### src/rtl/demux_pkg.sv
// ---------------------------------------------------------------------------
// demux_pkg
// Shared constants and types for the 1-to-2 stream demultiplexer slice.
//   DATA_W     : width of a stream word
//   FIFO_DEPTH : entries per output FIFO (power of two, >= 2)
//   CNT_W      : width of the per-port delivery counters (wrap modulo 2**CNT_W)
//   word_t     : one stream word
// ---------------------------------------------------------------------------
package demux_pkg;
    localparam int DATA_W     = 3;
    localparam int FIFO_DEPTH = 2;
    localparam int CNT_W      = 8;

    typedef logic [DATA_W-1:0] word_t;
endpackage

### src/rtl/demux2_stream_if.sv
// ---------------------------------------------------------------------------
// demux2_stream_if
// Bundles the input stream, both output streams and the delivery counters.
//   in_data/in_sel/in_valid -> in_ready       : source side handshake
//   outk_data/outk_valid    -> outk_ready     : consumer k handshake
//   cnt0/cnt1                                 : words delivered per port
// modport master : the environment (source and both consumers)
// modport slave  : the demultiplexer itself
// ---------------------------------------------------------------------------
interface demux2_stream_if
    import demux_pkg::*;
#(
    parameter int W = DATA_W
);
    logic [W-1:0]     in_data;
    logic             in_sel;
    logic             in_valid;
    logic             in_ready;
    logic [W-1:0]     out0_data;
    logic             out0_valid;
    logic             out0_ready;
    logic [W-1:0]     out1_data;
    logic             out1_valid;
    logic             out1_ready;
    logic [CNT_W-1:0] cnt0;
    logic [CNT_W-1:0] cnt1;

    modport master (
        output in_data, in_sel, in_valid, out0_ready, out1_ready,
        input  in_ready, out0_data, out0_valid, out1_data, out1_valid, cnt0, cnt1
    );

    modport slave (
        input  in_data, in_sel, in_valid, out0_ready, out1_ready,
        output in_ready, out0_data, out0_valid, out1_data, out1_valid, cnt0, cnt1
    );
endinterface

### src/rtl/fifo_sync.sv
// ---------------------------------------------------------------------------
// fifo_sync
// Small synchronous FIFO with a valid/ready read side and a delivery counter.
//   clk, rst   : clock, synchronous active-high reset (clears storage too)
//   push       : write push_data this cycle (caller guarantees !full)
//   push_data  : word to write
//   pop_ready  : consumer takes the head word when out_valid is high
//   out_data   : head word (memory at read pointer; stale when empty)
//   out_valid  : FIFO non-empty
//   full       : occupancy equals DEPTH
//   cnt        : number of words popped, wraps naturally
// ---------------------------------------------------------------------------
module fifo_sync #(
    parameter int W     = 3,
    parameter int DEPTH = 2,
    parameter int CNT_W = 8
) (
    input  logic             clk,
    input  logic             rst,
    input  logic             push,
    input  logic [W-1:0]     push_data,
    input  logic             pop_ready,
    output logic [W-1:0]     out_data,
    output logic             out_valid,
    output logic             full,
    output logic [CNT_W-1:0] cnt
);
    localparam int AW = $clog2(DEPTH);
    localparam logic [AW:0] FULL_CNT = (AW+1)'(DEPTH);

    logic [W-1:0]  mem [DEPTH];
    logic [AW-1:0] wr_ptr;
    logic [AW-1:0] rd_ptr;
    logic [AW:0]   count;   // occupancy kept apart from the pointers so full/empty are unambiguous
    logic          pop;

    assign out_valid = (count != '0);
    assign full      = (count == FULL_CNT);
    assign pop       = out_valid && pop_ready;
    assign out_data  = mem[rd_ptr];

    always_ff @(posedge clk) begin
        if (rst) begin
            wr_ptr <= '0;
            rd_ptr <= '0;
            count  <= '0;
            cnt    <= '0;
            for (int i = 0; i < DEPTH; i++) begin
                mem[i] <= '0;
            end
        end else begin
            if (push) begin
                mem[wr_ptr] <= push_data;
                wr_ptr      <= wr_ptr + 1'b1;
            end
            if (pop) begin
                rd_ptr <= rd_ptr + 1'b1;
                cnt    <= cnt + 1'b1;
            end
            // Simultaneous push and pop leaves occupancy unchanged.
            case ({push, pop})
                2'b10:   count <= count + 1'b1;
                2'b01:   count <= count - 1'b1;
                default: ;
            endcase
        end
    end
endmodule

### src/rtl/demux2_stream.sv
// ---------------------------------------------------------------------------
// demux2_stream
// Registered 1-to-2 stream demultiplexer. Each input word is steered by
// in_sel into one of two independent FIFOs; each FIFO drains at its own pace.
//   clk, rst : clock, synchronous active-high reset
//   bus      : demux2_stream_if.slave (input stream, two output streams,
//              per-port delivery counters)
// in_ready reflects only the selected FIFO's fullness, so a word aimed at a
// full port stalls the source until either that port drains or the source
// changes its select.
// ---------------------------------------------------------------------------
module demux2_stream
    import demux_pkg::*;
#(
    parameter int W     = DATA_W,
    parameter int DEPTH = FIFO_DEPTH
) (
    input  logic           clk,
    input  logic           rst,
    demux2_stream_if.slave bus
);
    logic full0;
    logic full1;
    logic accept;
    logic push0;
    logic push1;

    // No bypass: a full FIFO refuses even if it is being popped this cycle.
    assign bus.in_ready = !rst && !(bus.in_sel ? full1 : full0);
    assign accept       = bus.in_valid && bus.in_ready;
    assign push0        = accept && !bus.in_sel;
    assign push1        = accept &&  bus.in_sel;

    fifo_sync #(
        .W     (W),
        .DEPTH (DEPTH),
        .CNT_W (CNT_W)
    ) u_fifo0 (
        .clk       (clk),
        .rst       (rst),
        .push      (push0),
        .push_data (bus.in_data),
        .pop_ready (bus.out0_ready),
        .out_data  (bus.out0_data),
        .out_valid (bus.out0_valid),
        .full      (full0),
        .cnt       (bus.cnt0)
    );

    fifo_sync #(
        .W     (W),
        .DEPTH (DEPTH),
        .CNT_W (CNT_W)
    ) u_fifo1 (
        .clk       (clk),
        .rst       (rst),
        .push      (push1),
        .push_data (bus.in_data),
        .pop_ready (bus.out1_ready),
        .out_data  (bus.out1_data),
        .out_valid (bus.out1_valid),
        .full      (full1),
        .cnt       (bus.cnt1)
    );
endmodule

### src/flat_wrapper.sv
// flat-port wrapper written by rule: the top's interface ports become plain ports
module demux2_stream_flat import demux_pkg::*;
#(
    parameter int W     = DATA_W,
    parameter int DEPTH = FIFO_DEPTH
)
  (clk, rst, bus_in_data, bus_in_sel, bus_in_valid, bus_out0_ready, bus_out1_ready, bus_in_ready, bus_out0_data, bus_out0_valid, bus_out1_data, bus_out1_valid, bus_cnt0, bus_cnt1);
  demux2_stream_if #(.W(W)) bus_i ();
  input  logic clk;
  input  logic rst;
  input wire logic [$bits(bus_i.in_data)-1:0] bus_in_data;
  input wire logic [$bits(bus_i.in_sel)-1:0] bus_in_sel;
  input wire logic [$bits(bus_i.in_valid)-1:0] bus_in_valid;
  input wire logic [$bits(bus_i.out0_ready)-1:0] bus_out0_ready;
  input wire logic [$bits(bus_i.out1_ready)-1:0] bus_out1_ready;
  output wire logic [$bits(bus_i.in_ready)-1:0] bus_in_ready;
  output wire logic [$bits(bus_i.out0_data)-1:0] bus_out0_data;
  output wire logic [$bits(bus_i.out0_valid)-1:0] bus_out0_valid;
  output wire logic [$bits(bus_i.out1_data)-1:0] bus_out1_data;
  output wire logic [$bits(bus_i.out1_valid)-1:0] bus_out1_valid;
  output wire logic [$bits(bus_i.cnt0)-1:0] bus_cnt0;
  output wire logic [$bits(bus_i.cnt1)-1:0] bus_cnt1;
  assign bus_i.in_data = bus_in_data;
  assign bus_i.in_sel = bus_in_sel;
  assign bus_i.in_valid = bus_in_valid;
  assign bus_i.out0_ready = bus_out0_ready;
  assign bus_i.out1_ready = bus_out1_ready;
  assign bus_in_ready = bus_i.in_ready;
  assign bus_out0_data = bus_i.out0_data;
  assign bus_out0_valid = bus_i.out0_valid;
  assign bus_out1_data = bus_i.out1_data;
  assign bus_out1_valid = bus_i.out1_valid;
  assign bus_cnt0 = bus_i.cnt0;
  assign bus_cnt1 = bus_i.cnt1;
  demux2_stream #(.W(W), .DEPTH(DEPTH)) u_core (.clk(clk), .rst(rst), .bus(bus_i));
endmodule
### config.mk
export PLATFORM = sky130hd
export DESIGN_NAME = demux2_stream_flat
export DESIGN_NICKNAME = d
export VERILOG_FILES = /design/src/rtl/demux_pkg.sv /design/src/rtl/demux2_stream_if.sv /design/src/rtl/fifo_sync.sv /design/src/rtl/demux2_stream.sv /design/src/flat_wrapper.sv
export SDC_FILE = /design/constraint.sdc
export NUM_CORES = 1
export LEC_CHECK = 0
export ABC_AREA = 1
export CORE_MARGIN = 2
export CORE_UTILIZATION = 51
export DETAILED_ROUTE_END_ITERATION = 12
export GPL_TIMING_DRIVEN = 1
export PLACE_DENSITY = 0.79
export SYNTH_ARGS = -nofsm -noshare
export SYNTH_HDL_FRONTEND = slang
export SYNTH_SLANG_ARGS = --single-unit
### constraint.sdc
create_clock -name clk -period 1.9 [get_ports clk]
set_input_delay 0.38 -clock clk [delete_from_list [all_inputs] [get_ports clk]]
set_output_delay 0.38 -clock clk [all_outputs]
set_load 0.02 [all_outputs]
Yosys cells after proc, flatten, opt, wreduce, memory -nomap -nowiden --
Memory sizes are Yosys's and may differ from the RTL's. A register that Yosys moved wholly into a read port is not among the register bits. Cells that the tools add are included.
Word-level totals: register bits 24, RAM bits 12, input bits 9, output and inout port bits 25, logic and storage cells 62, memories kept 2
Operators by class: $add $sub $neg 10, eq/ne operators 6, multiplexer cells 21, reductions and logical operators 15
Memory list:
- u_core.u_fifo0.mem | words 2, bits a word 3, read ports 1, clocked after Yosys merged registers in 1, write ports 2, line fifo_sync.sv:31 | logic [W-1:0] mem [DEPTH];
- u_core.u_fifo1.mem | words 2, bits a word 3, read ports 1, clocked after Yosys merged registers in 1, write ports 2, line fifo_sync.sv:31
Operators by type and width (number):
- $mux W1 | 17
- $add A8 B1 Y8 const B | 2
- $eq A2 B2 Y1 const B | 4
- $pmux W2 S2 | 2
- $reduce_bool A2 Y1 | 4
- $logic_and A1 B1 Y1 | 6
- $mux W3 | 2
- $reduce_or A3 Y1 | 2
- $add A1 B1 Y1 const B | 4
- $add A2 B1 Y2 const B | 2
- $eq A2 B1 Y1 const B | 2
- $sub A2 B1 Y2 const B | 2
- $logic_not A1 Y1 | 3

Longest topological paths before layout --
Gate-level depths: netlist of run 1.
depth in word-level cells 11, depth in mapped cells 10, mapped depth without buffers 10

Cells and area by module --
Synthesis of run 1 repeated with hierarchy kept, for this count alone.
Second synthesis, totals: cells, all modules 241, area total of the unflattened synthesis 1854.3 um2
Modules (own cells, without submodules):
- fifo_sync | times used 2, cells an instance 116, area each 904.6 um2, sequential area each 440.4 um2
- demux2_stream | times used 1, cells an instance 9, area each 45.0 um2, sequential area each 0.0 um2

Worst setup path after synthesis of run 1 --
No wires, ideal clock.
kind reg-to-reg, start point register u_core.u_fifo0.count[0], end point register u_core.u_fifo1.count[1], library setup time 122 ps, data arrival time 1483 ps, required time 1778 ps, setup slack 295 ps, stages on the path, launching flop included 11, buffers on the path 0, cells stage by stage dfxtp_1 inv_2 nand3_1 nand4_1 nor2_2 inv_1 ha_1 a21oi_1 o21ai_0 o21ai_0 a21oi_1
Between the ends: longest elaborated chain between the ends 8, elaborated cells on any way between the ends 10, those cells by class eq/ne: 3; mux: 2; reduce/logical: 5
RTL lines:
- from (decl) | line fifo_sync.sv:34 | logic [AW:0] count;
- from (signal assigned) | line fifo_sync.sv:62 | 2'b10: count <= count + 1'b1;
- from (signal assigned) | line fifo_sync.sv:63 | 2'b01: count <= count - 1'b1;
- $eq A2 B2 Y1 * | line fifo_sync.sv:38 | assign full = (count == FULL_CNT);
- $mux W1 * | line demux2_stream.sv:29 | assign bus.in_ready = !rst && !(bus.in_sel ? full1 : full0);
- $logic_not A1 Y1 * | line demux2_stream.sv:29
- $logic_and A1 B1 Y1 * | line demux2_stream.sv:29
- $logic_and A1 B1 Y1 * | line demux2_stream.sv:30 | assign accept = bus.in_valid && bus.in_ready;
- $logic_and A1 B1 Y1 * | line demux2_stream.sv:32 | assign push1 = accept && bus.in_sel;
- $eq A2 B1 Y1 / $eq A2 B2 Y1 (equally long branches) | line fifo_sync.sv:61 | case ({push, pop})
- $pmux W2 S2 / $reduce_bool A2 Y1 (equally long branches)
- to (signal assigned) | line fifo_sync.sv:62
- to (signal assigned) | line fifo_sync.sv:63
- to (decl) | line fifo_sync.sv:34
Every way passes the cells marked *; elsewhere a longest branch is shown, timed or not. A chain may end at the register's enable or synchronous reset.

Worst setup path after layout of run 1 --
start point register u_core.u_fifo0.cnt[3], end point output bus_cnt0[3]
RTL lines:
- from (decl) | line fifo_sync.sv:26 | output logic [CNT_W-1:0] cnt
- from (signal assigned) | line fifo_sync.sv:58 | cnt <= cnt + 1'b1;
- to (decl) | line flat_wrapper.sv:21 | output wire logic [$bits(bus_i.cnt0)-1:0] bus_cnt0;
No word-level cell between the ends.

==> results of run 1 <==
## sequential cells by signal, indices dropped and copies added (netlist names), named ones only
signal / cells
u_core.u_fifo0.cnt: 8
u_core.u_fifo0.count: 2
u_core.u_fifo0.mem: 6
u_core.u_fifo0.rd_ptr: 1
u_core.u_fifo0.wr_ptr: 1
u_core.u_fifo1.cnt: 8
u_core.u_fifo1.count: 2
u_core.u_fifo1.mem: 6
u_core.u_fifo1.rd_ptr: 1
u_core.u_fifo1.wr_ptr: 1
## what timing repair did
item / CTS / global route
endpoints found under the setup margin: 8 / 5
hold buffers: 0 / 0
gates resized for setup: 9 / 6
pin swaps: 0 / 0
## where the power goes
part	internal [uW]	switching, uW	leakage, uW
Combinational	149	185	0.000740
Sequential	883	33.7	0.000336
Clock	178	275	0.0000343
Total	1210	494	0.00111
## layout make-up
type / instances / area share, %
multi-input combinational: 150 / 33.1
clock inverter: 2 / 0.524
sequential: 38 / 36.9
clock buffer: 6 / 2.15
tap: 46 / 2.41
inverter: 34 / 5.56
timing repair buffer: 51 / 19.3
## cells in the final DEF (no fill, tap or decap), types with 3 or more instances in the layout
| cell | synthesis | routed |
|---|---|---|
| nor2_1 | 31 | 31 |
| clkbuf_4 | 0 | 5 |
| nand2_2 | 4 | 4 |
| nor2_2 | 3 | 3 |
| nand4_1 | 4 | 4 |
| buf_4 | 0 | 18 |
| o21ai_0 | 13 | 11 |
| nand2_1 | 49 | 49 |
| dfxtp_1 | 26 | 25 |
| nand2_4 | 3 | 3 |
| inv_2 | 7 | 7 |
| ha_1 | 4 | 4 |
| inv_1 | 26 | 26 |
| nand3_1 | 5 | 5 |
| dlygate4sd2_1 | 0 | 6 |
| mux2_2 | 6 | 6 |
| o21ai_1 | 1 | 3 |
| a21oi_1 | 19 | 19 |
| clkdlybuf4s50_1 | 0 | 23 |
| edfxtp_1 | 12 | 12 |
| dlymetal6s2s_1 | 0 | 3 |
## metrics by stage
| stage | setup WS, ns | TNS [ns] | util (%) |
|---|---|---|---|
| after floorplan | 0.295 | 0 | - |
| after global placement | -0.270 | -0.805 | 68.7 |
| after detailed placement | -0.337 | -1.09 | 68.7 |
| after CTS | 0.0164 | 0 | 70.4 |
| after global routing | 0.0258 | 0 | 70.4 |
| final | 0.0816 | 0 | 70.4 |
## cell families (layout without fill, tap and decap cells)
group / after synthesis / in the layout / share of synthesized area, %
DFF: 38 / 38 / 48.6
xor gates and xnor gates: 1 / 1 / 0.483
muxes: 6 / 6 / 3.72
and+or+nand+nor: 106 / 106 / 27.5
buffers and inverters: 36 / 93 / 7.86
AOI/OAI and AO/OA: 33 / 33 / 9.10
adders and majority gates: 4 / 4 / 2.76
## routing by layer
layer	vias up	part of all wire, %
met5	-	0
met4	0	1.8
met3	7	5.4
met2	38	50
met1	711	43
li1	831	-
## final timing paths
kind | start | to | cells after the start | slack (ns)
setup / recovery | u_core.u_fifo0.cnt[3]$_SDFFE_PP0P_ | bus_cnt0[3] | 1 | 0.08
hold / removal | u_core.u_fifo1.rd_ptr$_SDFFE_PP0P_ | flop | 1 | 0.46
setup reg to reg | u_core.u_fifo0.count[0]$_SDFFE_PP0P_ | u_core.u_fifo1.count[1]$_SDFFE_PP0P_ | 10 | 0.24
hold reg to reg | u_core.u_fifo1.rd_ptr$_SDFFE_PP0P_ | flop | 1 | 0.46
==> results.json, run 1 <==
{
  "period_minus_slack_ns": 1.82,
  "synth-main-ff-cell": "dfxtp_1",
  "max_slew_margin_pct": 82.2,
  "hold_class": "flop to flop",
  "numPortBuffers": 33,
  "leakage_uw": 0.00111,
  "synth_top_area_share_pct": 28.7,
  "ios": 34,
  "finalInstanceArea_um2": 2390,
  "layout.nets": 293,
  "cts_tree": "built",
  "grt-ovfl-total": 0,
  "crit_arrival_ns": 1.44,
  "synth_area_leaders": "dfxtp_1 29%, edfxtp_1 20%, nand2_1 10%, nor2_1 6.4%, inv_1 5.4%",
  "crit_chain": "clkdlybuf4s50_1",
  "status": "completed",
  "power_uw": 1700,
  "synth.ff_latch_count": 38,
  "timing.hold.ws_ns": 0.462,
  "worstPathRequired_ns": 1.52,
  "die_y_um": 63.6,
  "drt_iter0_drc": 56,
  "layoutNonFillerInstCount": 327,
  "met2_usage_pct": 33.4,
  "drcViolationCount": 0,
  "powerDensity_nw_per_um2": 714,
  "postCtsSetupBuffers": 0,
  "syn_inst": 224,
  "vias_per_cell": 4.85,
  "async_flop_share_pct": 0,
  "cp_max_fo": 6,
  "synthToLayoutAreaGrowth_pct": 31.6,
  "grt.total_usage_pct": 20.0,
  "syn-num-nets": 237,
  "antenna_left": 0,
  "antenna_cells": 0,
  "fin_crit_sh_pct": 95.7,
  "hpwl_um": 2760,
  "gp_congestion": 0.854,
  "tightest_slew_ns": 0.265,
  "dieWidth_um": 63.6,
  "place_area_um2": 2330,
  "clock_skew_ns": 0.00649,
  "first_global_vias": 1514,
  "seq_area_um2": 882,
  "hold_viol_final": 0,
  "final_max_slew_viol_count": 0,
  "grt_pass1_wl_um": 6340,
  "start_kind": "flop",
  "met3_usage_pct": 5.71,
  "clk_pin_slew_ns": 0.11,
  "clock_sinks": 38,
  "cts_htree_levels": 2,
  "clk_path_buf_depth": 2,
  "slowest_delay_ns": 0.65,
  "grt_max_degree": 18,
  "synth_edf_count": 12,
  "fp-row-count": 21,
  "drive_above_1_share_pct": 20.3,
  "cts_buffers": 5,
  "critPathBufInv": 1,
  "worst_setup_path_end_kind": "output pin",
  "antenna_found_initial": 0,
  "path_delay_family": "buffers and inverters",
  "fmax_mhz": 550,
  "synth.distinct_cells": 24,
  "peakVddDrop_v": 0.000552,
  "vias": 1587,
  "totalWireLength_um": 3630,
  "drt-pass1-iter-count": 4,
  "worst-setup-path-type": "flop to output pin",
  "wire_per_inst_um": 11.1,
  "busiest_layer": "met2",
  "synthTopCellsByCount": "49 x nand2_1, 31 x nor2_1, 26 x dfxtp_1, 26 x inv_1, 19 x a21oi_1",
  "setup_violations": 0,
  "dpl.cell_count": 319,
  "grt_use_met1_pct": 23.9,
  "clock_latency_ns": 0.34,
  "ys_seq_area_share_pct": 48.6,
  "synth.most_common_cell": "nand2_1",
  "avgSynthCellArea_um2": 8.10,
  "initial_core_util_pct": 53.5,
  "maxCapViolCount": 0,
  "multi_input_comb_area_um2": 791,
  "crit_slowest_cell": "clkdlybuf4s50_1",
  "clockRootBuffer": "clkbuf_4",
  "synth_area_leader_cell": "dfxtp_1",
  "core-area_um2": 3390,
  "nFillCells": 286,
  "netlist_area_um2": 1810,
  "rsz0062_at_grt": "false",
  "yosys_warnings": 0,
  "die-area_um2": 4050
}
(Power assumes the default switching activity.)
==> run 2: changes to the inputs <==
- CTS_CLUSTER_DIAMETER: default -> 120
- SETUP_SLACK_MARGIN: default -> 0.05
==> run 2 against run 1 <==
Core utilization increased by 0.15 points. Wire length increased by 0.22%. Sequential cell count unchanged. Via count about the same. Maximum frequency increased by 2.1%. Sequential share of layout area about the same. Setup slack improved by 0.038 ns. Die area unchanged. Clock power about the same. Sequential power about the same. Final cell count unchanged. Critical endpoint is now bus_cnt0[2]. Largest cell class unchanged. Highest routed layer unchanged.
==> results.json, run 2 (synthesized netlist as in run 1, its figures left out) <==
{
  "fp-row-count": 21,
  "grt_max_degree": 18,
  "hold_class": "flop to flop",
  "dp_slack_ns": -0.337,
  "slowest_delay_ns": 0.65,
  "met3_usage_pct": 5.71,
  "drt_iter0_drc": 73,
  "cts_htree_levels": 2,
  "start_kind": "flop",
  "powerDensity_nw_per_um2": 711,
  "vias": 1588,
  "layout.nets": 293,
  "nFillCells": 285,
  "power.share.clock_pct": 26.6,
  "netSwitchingPower_uw": 493,
  "antenna_cells": 0,
  "first_global_vias": 1515,
  "final_util_pct": 70.6,
  "final_cell_mix": "49 x nand2_1, 31 x nor2_1, 26 x inv_1",
  "rsz0062_at_grt": "false",
  "clock_skew_ns": 0.00561,
  "die_y_um": 63.6,
  "worst_setup_path_end_kind": "output pin",
  "cts_hold_buf": 0,
  "antenna_left": 0,
  "hold_viol_final": 0,
  "cts_buffers": 5,
  "fin_crit_sh_pct": 93.7,
  "pwr-share-seq_pct": 54.0,
  "clock_latency_ns": 0.34,
  "clockRootBuffer": "clkbuf_4",
  "path_delay_family": "buffers and inverters",
  "critPathBufInv": 1,
  "grt.total_usage_pct": 20.0,
  "cts_tree": "built",
  "p_comb_share_pct": 19.4,
  "drive_above_1_share_pct": 20.6,
  "initial_core_util_pct": 53.5,
  "busiest_layer": "met2",
  "crit_arrival_ns": 1.40,
  "drt-pass1-iter-count": 4,
  "p_int_uw": 1210,
  "die-area_um2": 4050,
  "vias_per_cell": 4.86,
  "seq_area_um2": 883,
  "mostFrequentLayoutCell": "nand2_1",
  "crit_chain": "clkdlybuf4s50_1",
  "totalWireLength_um": 3630,
  "clk_path_buf_depth": 2,
  "multi_input_comb_area_um2": 791,
  "cp_max_fo": 4,
  "clk_pin_slew_ns": 0.11,
  "peakVddDrop_v": 0.000552,
  "wire_per_inst_um": 11.1,
  "ios": 34,
  "numPortBuffers": 33,
  "worst-setup-path-type": "flop to output pin",
  "final_max_slew_viol_count": 0,
  "synthToLayoutAreaGrowth_pct": 31.9,
  "largestRegisters": "u_core.u_fifo0.cnt (8), u_core.u_fifo1.cnt (8)",
  "period_minus_slack_ns": 1.78,
  "hpwl_um": 2760,
  "maxCapViolCount": 0,
  "leakage_uw": 0.00113,
  "setup_violations": 0,
  "grt_use_met1_pct": 23.9,
  "grt-ovfl-total": 0,
  "clock_sinks": 38,
  "status": "completed",
  "finalInstanceArea_um2": 2390,
  "met2_usage_pct": 33.6,
  "worstPathRequired_ns": 1.52,
  "setup_slack_ns": 0.120,
  "place_area_um2": 2330,
  "max_slew_margin_pct": 82.2,
  "dieWidth_um": 63.6,
  "fmax_mhz": 562,
  "tightest_slew_ns": 0.265,
  "core-area_um2": 3390,
  "antenna_found_initial": 0,
  "sw_frac_of_total_pct": 29.0,
  "grt_pass1_wl_um": 6350,
  "drcViolationCount": 0,
  "crit_slowest_cell": "clkdlybuf4s50_1",
  "gp_congestion": 0.854
}
[run 2: what timing repair did]
action | 4_1_cts | 5_1_grt
endpoints found under the setup margin | 10 | 9
resized for setup | 13 | 4
buffers inserted | 0 | 0
[run 2: layer usage]
metal  up-vias  part of all wire (%)  routed length, um
met5         -                     0                  0
met4         0                   1.8                 67
met3         7                   5.1                187
met2        36                    50               1810
met1       715                    43               1570
li1        830                     -                  -
[run 2: worst paths after layout]
check,startpoint,slack (ns),endpoint,cells past startpoint
worst max-delay path,u_core.u_fifo0.cnt[2]$_SDFFE_PP0P_,0.12,bus_cnt0[2],1
worst min-delay path,u_core.u_fifo1.rd_ptr$_SDFFE_PP0P_,0.45,flop,1
worst max register to register,u_core.u_fifo0.count[0]$_SDFFE_PP0P_,0.24,u_core.u_fifo1.count[1]$_SDFFE_PP0P_,10
worst min register to register,u_core.u_fifo1.rd_ptr$_SDFFE_PP0P_,0.45,flop,1
[run 2: final cells by class]
class / instances / area share [%]
inverter: 34 / 5.54
sequential: 38 / 36.9
tap: 46 / 2.41
clock inverter: 2 / 0.523
timing repair buffer: 51 / 19.4
clock buffer: 6 / 2.14
multi-input combinational: 150 / 33.1
[run 2: power groups by stage]
stage	registers (uW)	clock network (uW)	logic, uW
2_1_floorplan	942	0	181
3_3_place_gp	933	0	341
3_5_place_dp	934	0	349
4_1_cts	917	465	333
5_1_grt	924	493	367
6_report	918	453	330
[run 2: per-stage QoR]
step	power, uW	hold slack [ns]	setup TNS [ns]	instances
floorplan	1120	0.425	0	224
global placement	1270	0.436	-0.805	319
detailed placement	1280	0.446	-1.09	319
CTS	1710	0.459	0	327
global route	1780	0.500	0	327
finish	1700	0.454	0	327
==> run 3: changes to the inputs <==
- TNS_END_PERCENT: default -> 100
==> results of run 3 <==
The final DEF is identical to that of run 2; final timing and power are the same.
